File: config.mk
export PLATFORM = sky130hd
export DESIGN_NAME = d_out_arbiter
export DESIGN_NICKNAME = d
export VERILOG_FILES = /design/src/rtl/d_arb_pkg.sv /design/src/rtl/d_out_arbiter_out_q2.sv /design/src/rtl/d_out_arbiter.sv
export SDC_FILE = /design/constraint.sdc
export NUM_CORES = 1
export LEC_CHECK = 0
export BUFFER_PORTS_ARGS = -buffer_cell sky130_fd_sc_hd__buf_2
export CORE_UTILIZATION = 55
export CTS_BUF_LIST = sky130_fd_sc_hd__clkbuf_2 sky130_fd_sc_hd__clkbuf_4 sky130_fd_sc_hd__clkbuf_8
export CTS_CLUSTER_DIAMETER = 80
export CTS_CLUSTER_SIZE = 12
export DETAILED_ROUTE_END_ITERATION = 16
export PLACE_DENSITY = 0.8
export SYNTH_ARGS = -nofsm -noshare
export SYNTH_HDL_FRONTEND = slang
export SYNTH_SLANG_ARGS = --single-unit
File: constraint.sdc
create_clock -name clk -period 2.9 [get_ports clk]
set_input_delay 0.58 -clock clk [delete_from_list [all_inputs] [get_ports clk]]
set_output_delay 0.58 -clock clk [all_outputs]
set_load 0.02 [all_outputs]
File: src/rtl/d_arb_pkg.sv
// Shared types and constants for the destination-FIFO output arbiter.
package d_arb_pkg;

  typedef enum logic [1:0] {
    ST_INIT   = 2'd0,
    ST_IDLE   = 2'd1,
    ST_ACTIVE = 2'd2
  } arb_state_e;

  localparam int   DATA_SIZE_DEF = 6;
  localparam logic SRC_D0        = 1'b0;
  localparam logic SRC_D1        = 1'b1;

endpackage

File: src/rtl/d_out_arbiter_out_q2.sv
// Two-entry output queue of {dest, data}; slot0 is always the head.
module out_q2 #(
  parameter int W = 7
) (
  input  logic         clk,
  input  logic         rst_n,
  input  logic         enq,
  input  logic         deq,
  input  logic [W-1:0] enq_entry,
  output logic [W-1:0] head,
  output logic [1:0]   occ
);

  logic [W-1:0] slot0_q, slot0_d;
  logic [W-1:0] slot1_q, slot1_d;
  logic [1:0]   occ_q, occ_d;
  logic [1:0]   occ_after;

  always_comb begin
    occ_after = occ_q - {1'b0, deq};
    slot0_d   = deq ? slot1_q : slot0_q;
    slot1_d   = slot1_q;
    occ_d     = occ_after + {1'b0, enq};
    // The incoming word lands in the first free slot after the head shift.
    if (enq) begin
      if (occ_after == 2'd0) slot0_d = enq_entry;
      else                   slot1_d = enq_entry;
    end
  end

  always_ff @(posedge clk or negedge rst_n) begin
    if (!rst_n) begin
      slot0_q <= '0;
      slot1_q <= '0;
      occ_q   <= 2'd0;
    end else begin
      slot0_q <= slot0_d;
      slot1_q <= slot1_d;
      occ_q   <= occ_d;
    end
  end

  assign head = slot0_q;
  assign occ  = occ_q;

  a_no_overflow: assert property (@(posedge clk) disable iff (!rst_n)
    !(enq && !deq && occ_q == 2'd2));

endmodule

File: src/rtl/d_out_arbiter.sv
// Round-robin popper for fifo_d0/fifo_d1 feeding a valid/ready output port.
//   state  | meaning
//   INIT   | first cycle after reset, pops disabled
//   IDLE   | queue empty, nothing in flight, no request
//   ACTIVE | words being popped, in flight or queued
module d_out_arbiter
  import d_arb_pkg::*;
#(
  parameter int DATA_SIZE = DATA_SIZE_DEF,
  parameter int CNT_W     = 8
) (
  input  logic                 clk,
  input  logic                 reset_L,
  input  logic                 fifo_empty_d0_cond,
  input  logic                 fifo_empty_d1_cond,
  input  logic [DATA_SIZE-1:0] data_out_0_cond,
  input  logic [DATA_SIZE-1:0] data_out_1_cond,
  output logic                 pop_d0,
  output logic                 pop_d1,
  input  logic                 out_ready,
  output logic                 out_valid,
  output logic [DATA_SIZE-1:0] out_data,
  output logic                 out_dest,
  output logic [CNT_W-1:0]     cnt_d0,
  output logic [CNT_W-1:0]     cnt_d1,
  output logic                 arb_idle
);

  arb_state_e         state_q, state_d;
  logic               inflight_q, inflight_d;
  logic               inflight_src_q, inflight_src_d;
  logic               last_grant_q, last_grant_d;
  logic [CNT_W-1:0]   cnt_d0_q, cnt_d0_d;
  logic [CNT_W-1:0]   cnt_d1_q, cnt_d1_d;
  logic               arb_idle_q, arb_idle_d;

  logic               req0, req1, grant0, grant1, can_pop, deq;
  logic [2:0]         pipe_cnt;
  logic [1:0]         occ;
  logic [DATA_SIZE:0] enq_entry, head;

  assign out_valid = (occ != 2'd0);
  assign deq       = out_valid & out_ready;
  assign enq_entry = {inflight_src_q,
                      (inflight_src_q == SRC_D1) ? data_out_1_cond : data_out_0_cond};

  always_comb begin
    req0     = ~fifo_empty_d0_cond;
    req1     = ~fifo_empty_d1_cond;
    // Words already queued or in flight, less the one leaving this cycle.
    pipe_cnt = {1'b0, occ} + {2'b0, inflight_q} - {2'b0, deq};
    can_pop  = (state_q != ST_INIT) && (pipe_cnt < 3'd2);
    grant0   = can_pop & req0 & (~req1 | (last_grant_q == SRC_D1));
    grant1   = can_pop & req1 & (~req0 | (last_grant_q == SRC_D0));

    inflight_d     = grant0 | grant1;
    inflight_src_d = grant1 ? SRC_D1 : SRC_D0;
    last_grant_d   = last_grant_q;
    if (grant0 | grant1) last_grant_d = grant1 ? SRC_D1 : SRC_D0;

    cnt_d0_d = cnt_d0_q;
    cnt_d1_d = cnt_d1_q;
    if (deq && out_dest == SRC_D0) cnt_d0_d = cnt_d0_q + 1'b1;
    if (deq && out_dest == SRC_D1) cnt_d1_d = cnt_d1_q + 1'b1;

    state_d = state_q;
    case (state_q)
      ST_INIT:   state_d = ST_IDLE;
      ST_IDLE:   if (req0 | req1) state_d = ST_ACTIVE;
      ST_ACTIVE: if (occ == 2'd0 && !inflight_q && !(grant0 | grant1)) state_d = ST_IDLE;
      default:   state_d = ST_INIT;
    endcase
    arb_idle_d = (state_d == ST_IDLE);
  end

  always_ff @(posedge clk or negedge reset_L) begin
    if (!reset_L) begin
      state_q        <= ST_INIT;
      inflight_q     <= 1'b0;
      inflight_src_q <= SRC_D0;
      last_grant_q   <= SRC_D1;
      cnt_d0_q       <= '0;
      cnt_d1_q       <= '0;
      arb_idle_q     <= 1'b0;
    end else begin
      state_q        <= state_d;
      inflight_q     <= inflight_d;
      inflight_src_q <= inflight_src_d;
      last_grant_q   <= last_grant_d;
      cnt_d0_q       <= cnt_d0_d;
      cnt_d1_q       <= cnt_d1_d;
      arb_idle_q     <= arb_idle_d;
    end
  end

  out_q2 #(.W(DATA_SIZE + 1)) u_out_q2 (
    .clk       (clk),
    .rst_n     (reset_L),
    .enq       (inflight_q),
    .deq       (deq),
    .enq_entry (enq_entry),
    .head      (head),
    .occ       (occ)
  );

  assign out_data = head[DATA_SIZE-1:0];
  assign out_dest = head[DATA_SIZE];
  assign pop_d0   = grant0;
  assign pop_d1   = grant1;
  assign cnt_d0   = cnt_d0_q;
  assign cnt_d1   = cnt_d1_q;
  assign arb_idle = arb_idle_q;

endmodule

==> flow_summary.json, run 1 <==
{
  "worst-endpoint-arrival_ns": 2.21,
  "fp.dieH_um": 58.9,
  "worst_setup_path_end_kind": "output pin",
  "ys_async_sr_fraction_pct": 100,
  "dpl.hpwl_mm": 2.31,
  "final_hold_viol_count": 0,
  "io_buffer_count": 43,
  "worst_slew_pin_slew_ns": 0.794,
  "overall_fraction_of_global_route_tracks_in_use_pct": 22.1,
  "power_leakage_nw": 1.07,
  "final_cells": 246,
  "cts.path.max_buffers": 2,
  "timing.final.max_slew_violations": 0,
  "maxCapViolations": 0,
  "worst-setup-path-type": "reg -> out",
  "number_of_enable_flip_flop_cells_after_synthesis": 0,
  "slew_headroom_pct": 47.0,
  "clock_tree.root_cell": "sky130_fd_sc_hd__clkbuf_4",
  "wl_met1_mm": 1.43,
  "drive_gt1_share_pct": 38.6,
  "synth_fp_nets": 171,
  "cts-hold-fix-buffers": 0,
  "numPlacedInstances": 234,
  "netlist_area_mm2": 0.00178,
  "postLayoutCoreUtil_pct": 70.5,
  "starting_drt_drc_count": 48,
  "routed-wl-met2_mm": 1.57,
  "sequential_share_of_the_synthesized_area_pct": 53.4,
  "timing.critical_path.required_ns": 2.32,
  "postSynthAreaPerCell_um2": 12.0,
  "clock_transition_at_the_registers_of_the_reported_paths_ns": 0.11,
  "fp.coreArea_mm2": 0.00305,
  "synth_cell_types": 36,
  "yosysWarnings": 0,
  "critical_path.max_stage_delay_ns": 0.42,
  "final_clock_skew_ns": 0.00605,
  "synth.area.top_cells": "sky130_fd_sc_hd__dfrtp_1 52%, sky130_fd_sc_hd__xnor2_1 6.4%, sky130_fd_sc_hd__mux2_2 5.7%",
  "worst-path-max-fanout": 4,
  "grt_start_max_net_pins": 39,
  "vias_in_the_first_global_route": 1242,
  "pin_count": 44,
  "ffs_latches_synth": 38,
  "via_per_inst": 5.27,
  "fp.dieArea_mm2": 0.00347,
  "combinational_family_with_the_most_area_after_synthesis": "simple AND/OR/NAND/NOR gates",
  "netlist_instances": 149,
  "clock-sinks": 38,
  "finalCritPeriodShare_pct": 96.3,
  "period_minus_slack_ns": 2.79,
  "vdd_drop_max_v": 0.000553,
  "place.gp.congestion": 0.768,
  "fillers": 247,
  "min_path_type": "in -> async",
  "cts.htree.levels": 2,
  "outcome": "complete, no violations",
  "timing.fmax_mhz": 358,
  "worst_skew_pair.late_latency_ns": 0.34,
  "synth_adder_area_share_pct": 3.93,
  "route.detailed.drc": 0,
  "synth.mux.area_fraction_pct": 9.62,
  "finalWirelength_mm": 3.24,
  "post_drt_wl_per_cell_um": 13.2,
  "post-synth-top-area-fraction_pct": 52.0,
  "fraction_of_synthesized_cell_area_in_xor_and_xnor_cells_pct": 7.87,
  "worst_setup_path_start_kind": "flip-flop",
  "vias": 1296,
  "cell_at_the_slowest_stage_of_the_critical_path": "sky130_fd_sc_hd__dfrtp_1",
  "power_density_mw_per_mm2": 1040,
  "path_cells": "nand3b_4, nand2_1, nand2_1, fa_2, xnor2_2, o211ai_1, nor3_1, buf_2",
  "num_antenna_cells": 0,
  "timing.critical_path.mode_cell": "sky130_fd_sc_hd__nand2_1",
  "finalNetCount": 223,
  "synth-compound-area-share_pct": 9.48,
  "syn_to_final_growth_pct": 20.9,
  "timing.final.setup_violations": 0,
  "met3WireLength_um": 174,
  "drtAntennaViolNets": 0,
  "dr.max_layer_used": "met4",
  "synth_ff_type": "sky130_fd_sc_hd__dfrtp_1",
  "floorplan.rows": 20,
  "netlist.top_cell.by_area": "sky130_fd_sc_hd__dfrtp_1",
  "antenna_found_initial": 0,
  "numCtsBuffers": 5,
  "grt_remaining_overflow": 0,
  "synth_simple_gate_area_share_pct": 14.3,
  "floorplan.die.width_um": 58.9,
  "floorplan.initialDensity_pct": 58.4,
  "cts_tree": "done",
  "drt_pass1_iterations": 4,
  "first_pass_grt_wire_length_mm": 5.53
}
final cells by class:
cell class	instances	area, um^2	share of cell area, %
multi-input combinational	106	821	38.1
clock inverter	1	5.00	0.232
inverter	2	7.51	0.349
timing repair buffer	48	253	11.7
clock buffer	7	58.8	2.73
tap	44	55.1	2.56
sequential	38	953	44.3
cell usage after synthesis (2+ instances only):
cell type / n
sky130_fd_sc_hd__nor3_1: 2
sky130_fd_sc_hd__xnor2_1: 13
sky130_fd_sc_hd__ha_1: 4
sky130_fd_sc_hd__and2_1: 2
sky130_fd_sc_hd__nand4_1: 6
sky130_fd_sc_hd__mux2_2: 9
sky130_fd_sc_hd__nand3_1: 2
sky130_fd_sc_hd__and3_1: 4
sky130_fd_sc_hd__nor2b_1: 2
sky130_fd_sc_hd__mux2i_1: 7
sky130_fd_sc_hd__o31ai_4: 2
sky130_fd_sc_hd__nand2_1: 19
sky130_fd_sc_hd__o21ai_0: 15
sky130_fd_sc_hd__nor2_1: 2
sky130_fd_sc_hd__dfrtp_1: 37
sky130_fd_sc_hd__xor2_1: 3
layout by cell type (no fill, tap or decap), types with 2 or more instances in the layout:
cell,instances
sky130_fd_sc_hd__buf_4,5
sky130_fd_sc_hd__buf_2,43
sky130_fd_sc_hd__mux2_2,9
sky130_fd_sc_hd__ha_1,4
sky130_fd_sc_hd__o21ai_0,15
sky130_fd_sc_hd__nand2_1,19
sky130_fd_sc_hd__clkbuf_4,6
sky130_fd_sc_hd__nand4_1,6
sky130_fd_sc_hd__and2_1,2
sky130_fd_sc_hd__nor2_1,2
sky130_fd_sc_hd__dfrtp_1,36
sky130_fd_sc_hd__nand3_1,2
sky130_fd_sc_hd__o31ai_4,2
sky130_fd_sc_hd__xor2_1,3
sky130_fd_sc_hd__nor2b_1,2
sky130_fd_sc_hd__and3_1,4
sky130_fd_sc_hd__mux2i_1,7
sky130_fd_sc_hd__xnor2_1,12
worst paths after layout:
check,slack (ns),cells past startpoint,end,startpoint
hold / removal,0.31,1,arb_idle,reset_L
max in group asynchronous,2.03,1,u_out_q2.occ[1],reset_L
min in group clk,0.43,2,last_grant_q,fifo_empty_d1_cond
setup reg to reg,0.91,5,u_out_q2.head[5],u_out_q2.occ[1]
hold reg to reg,0.48,1,cnt_d0[7],cnt_d0[7]
setup / recovery,0.11,8,pop_d0,u_out_q2.occ[0]
power by group:
part           switching (W)  total [W]  internal [W]  leakage (nW)
combinational       0.000554    0.00101      0.000457         0.545
clock               0.000165   0.000292      0.000127        0.0387
sequential          0.000200   0.000942      0.000741         0.484
total               0.000919    0.00224       0.00133          1.07
sequential cells by signal (all words and copies together), names as in the netlist:
signal and count:
u_out_q2.slot1_q 7, state_q 2, inflight_src_q 1, u_out_q2.occ 2, cnt_d1 8, arb_idle 1
u_out_q2.head 7, inflight_q 1, last_grant_q 1, cnt_d0 8
worst max-delay path: cells and delay by family (launching register included):
kind / cells / cell delay, ns
simple gates: 4 / 0.54
flops: 1 / 0.42
fa+ha+maj: 1 / 0.38
buf+inv: 1 / 0.19
compound gates: 1 / 0.18
xor+xnor: 1 / 0.16
routing by layer:
layer | track usage [%] | vias to the layer above
met4 | 8.16 | 0
met1 | 27.9 | 626
met3 | 6.81 | 8
met2 | 35.9 | 35
met5 | 0 | -
li1 | - | 627
what timing repair did:
| action | CTS | global route |
|---|---|---|
| endpoints found under the setup margin | 2 | 2 |
| gates cloned | 0 | 0 |
| gates resized for setup | 1 | 3 |
| setup buffers | 1 | 3 |
| pin swaps | 1 | 2 |
logic make-up (layout without fill, tap and decap cells):
kind of cell,after synthesis,count (layout)
AOI/OAI and AO/OA,23,23
adders and majority gates,5,5
muxes,16,16
and+or+nand+nor,46,46
buffers and inverters,5,58
DFF,38,38
xor gates and xnor gates,16,16
metrics by stage:
stage | hold slack, ns | setup slack [ns] | area [um^2] | total power, W | TNS [ns]
after CTS | 0.333 | 0.0122 | 2120 | 0.00220 | 0
final | 0.309 | 0.106 | 2150 | 0.00224 | 0
after global placement | 0.456 | 0.135 | 2040 | 0.00184 | 0
after global routing | 0.376 | -0.0861 | 2150 | 0.00243 | -0.155
after detailed placement | 0.463 | 0.0195 | 2040 | 0.00189 | 0
after floorplan | 0.284 | 0.192 | 1780 | 0.00161 | 0
Power figures use the tool's default switching activity.
==> run 2: changes to the inputs <==
CORE_UTILIZATION = 51   (was 55)
PLACE_DENSITY = 0.75   (was 0.8)
==> run 2 against run 1 <==
  * Utilization decreased by 4.9 points
  * Count of clock-buffer cells in the layout unchanged
  * Critical path depth unchanged
  * Die area increased by 7.6%
  * Register-to-register slack got worse by 0.12 ns
  * Wire length decreased by 0.83%
  * Flip-flop and latch count unchanged
==> flow_summary.json, run 2 (synthesis gave the netlist of run 1 again) <==
{
  "final_hold_viol_count": 0,
  "final_clock_skew_ns": 0.00856,
  "antenna_found_initial": 0,
  "period_minus_slack_ns": 2.79,
  "fp.dieArea_mm2": 0.00373,
  "postLayoutCoreUtil_pct": 65.7,
  "cts.path.max_buffers": 2,
  "power_leakage_nw": 1.08,
  "floorplan.initialDensity_pct": 53.4,
  "critical_path.max_stage_delay_ns": 0.42,
  "clock-sinks": 38,
  "finalCritPeriodShare_pct": 96.3,
  "drtAntennaViolNets": 0,
  "drt_pass1_iterations": 4,
  "clock_transition_at_the_registers_of_the_reported_paths_ns": 0.10,
  "post_drt_wl_per_cell_um": 12.8,
  "worst-path-max-fanout": 4,
  "first_pass_grt_wire_length_mm": 5.31,
  "timing.final.setup_violations": 0,
  "cts_tree": "done",
  "timing.final.max_slew_violations": 0,
  "power_density_mw_per_mm2": 1050,
  "grt_remaining_overflow": 0,
  "numPlacedInstances": 236,
  "place.gp.congestion": 0.764,
  "floorplan.rows": 21,
  "io_buffer_count": 43,
  "finalWirelength_mm": 3.21,
  "worstPathBufferInverterCount": 1,
  "min_path_type": "in -> async",
  "slew_headroom_pct": 46.4,
  "maxCapViolations": 0,
  "rsz0062_at_grt": "yes",
  "layout.cells.most_common": "sky130_fd_sc_hd__buf_2",
  "clock_tree.root_cell": "sky130_fd_sc_hd__clkbuf_4",
  "outcome": "complete, no violations",
  "route.detailed.drc": 0,
  "starting_drt_drc_count": 33,
  "timing.critical_path.required_ns": 2.32,
  "num_antenna_cells": 0,
  "path_cells": "nand3b_4, nand2_4, nand2_2, fa_2, xnor2_2, o211ai_1, nor3_2, buf_4",
  "worst-endpoint-arrival_ns": 2.21,
  "worst-setup-path-type": "reg -> out",
  "worst_setup_path_end_kind": "output pin",
  "cell_type_group_with_the_largest_total_delay_on_the_critical_path": "simple AND/OR/NAND/NOR gates",
  "overall_fraction_of_global_route_tracks_in_use_pct": 20.0,
  "drive_gt1_share_pct": 40.5,
  "dpl.hpwl_mm": 2.30,
  "worst_skew_pair.late_latency_ns": 0.33,
  "layout_common_cells": "42 x sky130_fd_sc_hd__buf_2, 36 x sky130_fd_sc_hd__dfrtp_1, 17 x sky130_fd_sc_hd__nand2_1",
  "fp.dieH_um": 61.1,
  "timing.fmax_mhz": 358,
  "vias_in_the_first_global_route": 1225,
  "cell_at_the_slowest_stage_of_the_critical_path": "sky130_fd_sc_hd__dfrtp_1",
  "finalNetCount": 226,
  "vdd_drop_max_v": 0.000631,
  "via_per_inst": 5.18,
  "pin_count": 44,
  "worst_slew_pin_slew_ns": 0.805,
  "grt_start_max_net_pins": 39,
  "final_cells": 251,
  "fp.coreArea_mm2": 0.00334,
  "floorplan.die.width_um": 61.1,
  "numCtsBuffers": 5,
  "cts.htree.levels": 2,
  "vias": 1301,
  "worst_setup_path_start_kind": "flip-flop",
  "syn_to_final_growth_pct": 23.0
}
[run 2: report_power, final]
group | internal, W | switching, W
combinational | 0.000509 | 0.000573
sequential | 0.000741 | 0.000200
clock | 0.000127 | 0.000155
total | 0.00138 | 0.000927
[run 2: layout make-up]
class	instances	area [um^2]
multi-input combinational	106	831
clock inverter	1	5.00
clock buffer	7	58.8
tap	46	57.6
fill	278	1150
sequential	38	953
timing repair buffer	51	278
inverter	2	7.51
[run 2: stage by stage]
stage               setup slack (ns)  power, W  area [um^2]  setup TNS [ns]  hold WS [ns]
floorplan                      0.192   0.00161         1780               0         0.284
global placement               0.139   0.00184         2050               0         0.457
detailed placement           -0.0330   0.00189         2050         -0.0330         0.462
CTS                           0.0261   0.00223         2140               0         0.346
global route                 -0.0738   0.00249         2190         -0.0949         0.344
finish                         0.108   0.00231         2190               0         0.329
[run 2: worst paths after layout]
check                              endpoint          startpoint  cells past startpoint  slack [ns]
hold reg to reg                   cnt_d0[7]           cnt_d0[7]                      1        0.47
max in group asynchronous   u_out_q2.occ[1]             reset_L                      1        2.02
setup reg to reg                 state_q[1]     u_out_q2.occ[0]                     10        0.79
setup / recovery                     pop_d1     u_out_q2.occ[0]                      8        0.11
hold / removal             u_out_q2.head[5]             reset_L                      1        0.33
min in group clk               last_grant_q  fifo_empty_d1_cond                      2        0.44
[run 2: metal layers]
metal,track usage [%],vias up,routed length [um]
met5,0,-,0
met4,7.47,0,21
met2,33.2,28,1650
met3,8.19,2,128
met1,23.2,639,1410
li1,-,632,-
[run 2: timing repair]
item,4_1_cts,5_1_grt
gates resized for setup,4,4
setup buffers,3,4
endpoints found under the hold margin,0,0
endpoints found under the setup margin,2,2
pin swaps,3,3
hold buffers,0,0
==> run 3: changes to the inputs <==
==> constraint.sdc (replaced) <==
create_clock -name clk -period 2.9 [get_ports clk]
set_input_delay 0.145 -clock clk [delete_from_list [all_inputs] [get_ports clk]]
set_output_delay 0.145 -clock clk [all_outputs]
set_load 0.02 [all_outputs]
==> run 3 against run 2 <==
  * Non-clock buffer count decreased by 6
  * Final cell count fell by 2.4%
  * Critical path depth is the same
  * Count of clock-buffer cells in the layout unchanged
  * Utilization is 2.1 points lower
  * Via count is the same
==> flow_summary.json, run 3 (synthesis gave the netlist of run 1 again) <==
{
  "timing.critical_path.required_ns": 2.76,
  "vdd_drop_max_v": 0.000567,
  "worst_slew_pin_slew_ns": 0.801,
  "worst-path-max-fanout": 7,
  "grt_start_max_net_pins": 39,
  "floorplan.die.width_um": 61.1,
  "holdPathStages": 3,
  "maxCapViolations": 0,
  "finalCritPeriodShare_pct": 88.4,
  "drive_gt1_share_pct": 34.7,
  "numCtsBuffers": 5,
  "finalWirelength_mm": 3.20,
  "layout_common_cells": "43 x sky130_fd_sc_hd__buf_2, 37 x sky130_fd_sc_hd__dfrtp_1, 19 x sky130_fd_sc_hd__nand2_1",
  "worst_skew_pair.late_latency_ns": 0.34,
  "power_density_mw_per_mm2": 1020,
  "vias": 1301,
  "cts.htree.levels": 2,
  "fp.coreArea_mm2": 0.00334,
  "timing.final.setup_violations": 0,
  "floorplan.initialDensity_pct": 53.4,
  "cp-startpoint": "u_out_q2.occ[1]",
  "period_minus_slack_ns": 2.56,
  "slew_headroom_pct": 46.6,
  "outcome": "complete, no violations",
  "worst-endpoint-arrival_ns": 2.42,
  "power_leakage_nw": 1.05,
  "overall_fraction_of_global_route_tracks_in_use_pct": 20.0,
  "pin_count": 44,
  "critical_path.reg2reg.startpoint": "u_out_q2.occ[1]",
  "clock_tree.root_cell": "sky130_fd_sc_hd__clkbuf_4",
  "post_drt_wl_per_cell_um": 13.0,
  "syn_to_final_growth_pct": 19.1,
  "crit-reg2reg-capture": "u_out_q2.slot1_q[6]",
  "crit_path_end": "pop_d1",
  "io_buffer_count": 43,
  "starting_drt_drc_count": 46,
  "placement.cell_area_mm2": 0.00204,
  "finalNetCount": 220,
  "first_pass_grt_wire_length_mm": 5.29,
  "setup_slack_on_the_worst_flop_to_flop_path_ns": 0.82,
  "fp.dieH_um": 61.1,
  "clock_transition_at_the_registers_of_the_reported_paths_ns": 0.11,
  "via_per_inst": 5.31,
  "antenna_found_initial": 0,
  "worst_setup_path_end_kind": "output pin",
  "setup_tns_ns": 0,
  "layout.cells.most_common": "sky130_fd_sc_hd__buf_2",
  "totalPowerFinal_w": 0.00216,
  "worst-setup-path-type": "reg -> out",
  "route.detailed.drc": 0,
  "floorplan.rows": 21,
  "fp.dieArea_mm2": 0.00373,
  "grt_remaining_overflow": 0,
  "clock-sinks": 38,
  "final_clock_skew_ns": 0.0127,
  "final_hold_viol_count": 0,
  "timing.final.max_slew_violations": 0,
  "stdcell_area_mm2": 0.00212,
  "place.gp.congestion": 0.793,
  "cts.path.max_buffers": 2,
  "worst_setup_path_start_kind": "flip-flop",
  "dpl.hpwl_mm": 2.30,
  "num_antenna_cells": 0,
  "rsz0062_at_grt": "no",
  "min_path_type": "in -> reg",
  "drt_pass1_iterations": 4,
  "drtAntennaViolNets": 0,
  "worst-r2r-cell-count": 4,
  "vias_in_the_first_global_route": 1259,
  "timing.fmax_mhz": 390,
  "cts_tree": "done"
}
==> run 3: worst min path at each step <==
stage / from / endpoint
floorplan: reset_L / arb_idle
global placement: reset_L / u_out_q2.head[5]
detailed placement: reset_L / u_out_q2.head[5]
CTS: fifo_empty_d0_cond / last_grant_q
global route: data_out_0_cond[3] / u_out_q2.head[3]
finish: data_out_0_cond[3] / u_out_q2.head[3]
==> run 3: critical path: stages (launching register included) <==
cell                       delay, ns
sky130_fd_sc_hd__dfrtp_1        0.55
sky130_fd_sc_hd__nand3b_4       0.14
sky130_fd_sc_hd__nand2_1        0.11
sky130_fd_sc_hd__nand2_1        0.07
sky130_fd_sc_hd__fa_1           0.39
sky130_fd_sc_hd__xnor2_1        0.19
sky130_fd_sc_hd__o211ai_1       0.18
sky130_fd_sc_hd__nor3_1         0.25
sky130_fd_sc_hd__buf_2          0.20
==> run 3: layout make-up <==
class | instances | area [um^2]
multi-input cells | 106 | 806
clock buffers | 7 | 58.8
flip-flops and latches | 38 | 952
clock inverters | 1 | 5.00
repair buffers | 45 | 235
fillers | 287 | 1210
inverters | 2 | 7.51
well taps | 46 | 57.6
==> run 3: per-layer routing <==
layer  global-route usage [%]  share of wire, %
met1                     22.4                42
met2                     34.8                51
met3                     6.93               5.7
met4                     7.79               1.6
met5                        0                 0
==> run 3: where the power goes <==
group | switching (W) | internal (W)
registers | 0.000213 | 0.000740
logic | 0.000517 | 0.000403
clock network | 0.000164 | 0.000127
total | 0.000894 | 0.00127
==> run 3: stage by stage <==
stage	setup slack, ns	std cells	utilization, %	hold WS, ns
2_1_floorplan	0.688	149	-	-0.151
3_3_place_gp	0.814	235	61.1	0.278
3_5_place_dp	0.737	235	61.1	0.289
4_1_cts	0.326	245	63.6	0.0945
5_1_grt	0.102	245	63.6	0.115
6_report	0.337	245	63.6	0.102
==> run 3: repair_timing <==
action                    in CTS  in global routing
hold endpoints to repair      39                  0
hold buffers                   2                  0
gates resized for setup        0                  0
setup buffers                  0                  0
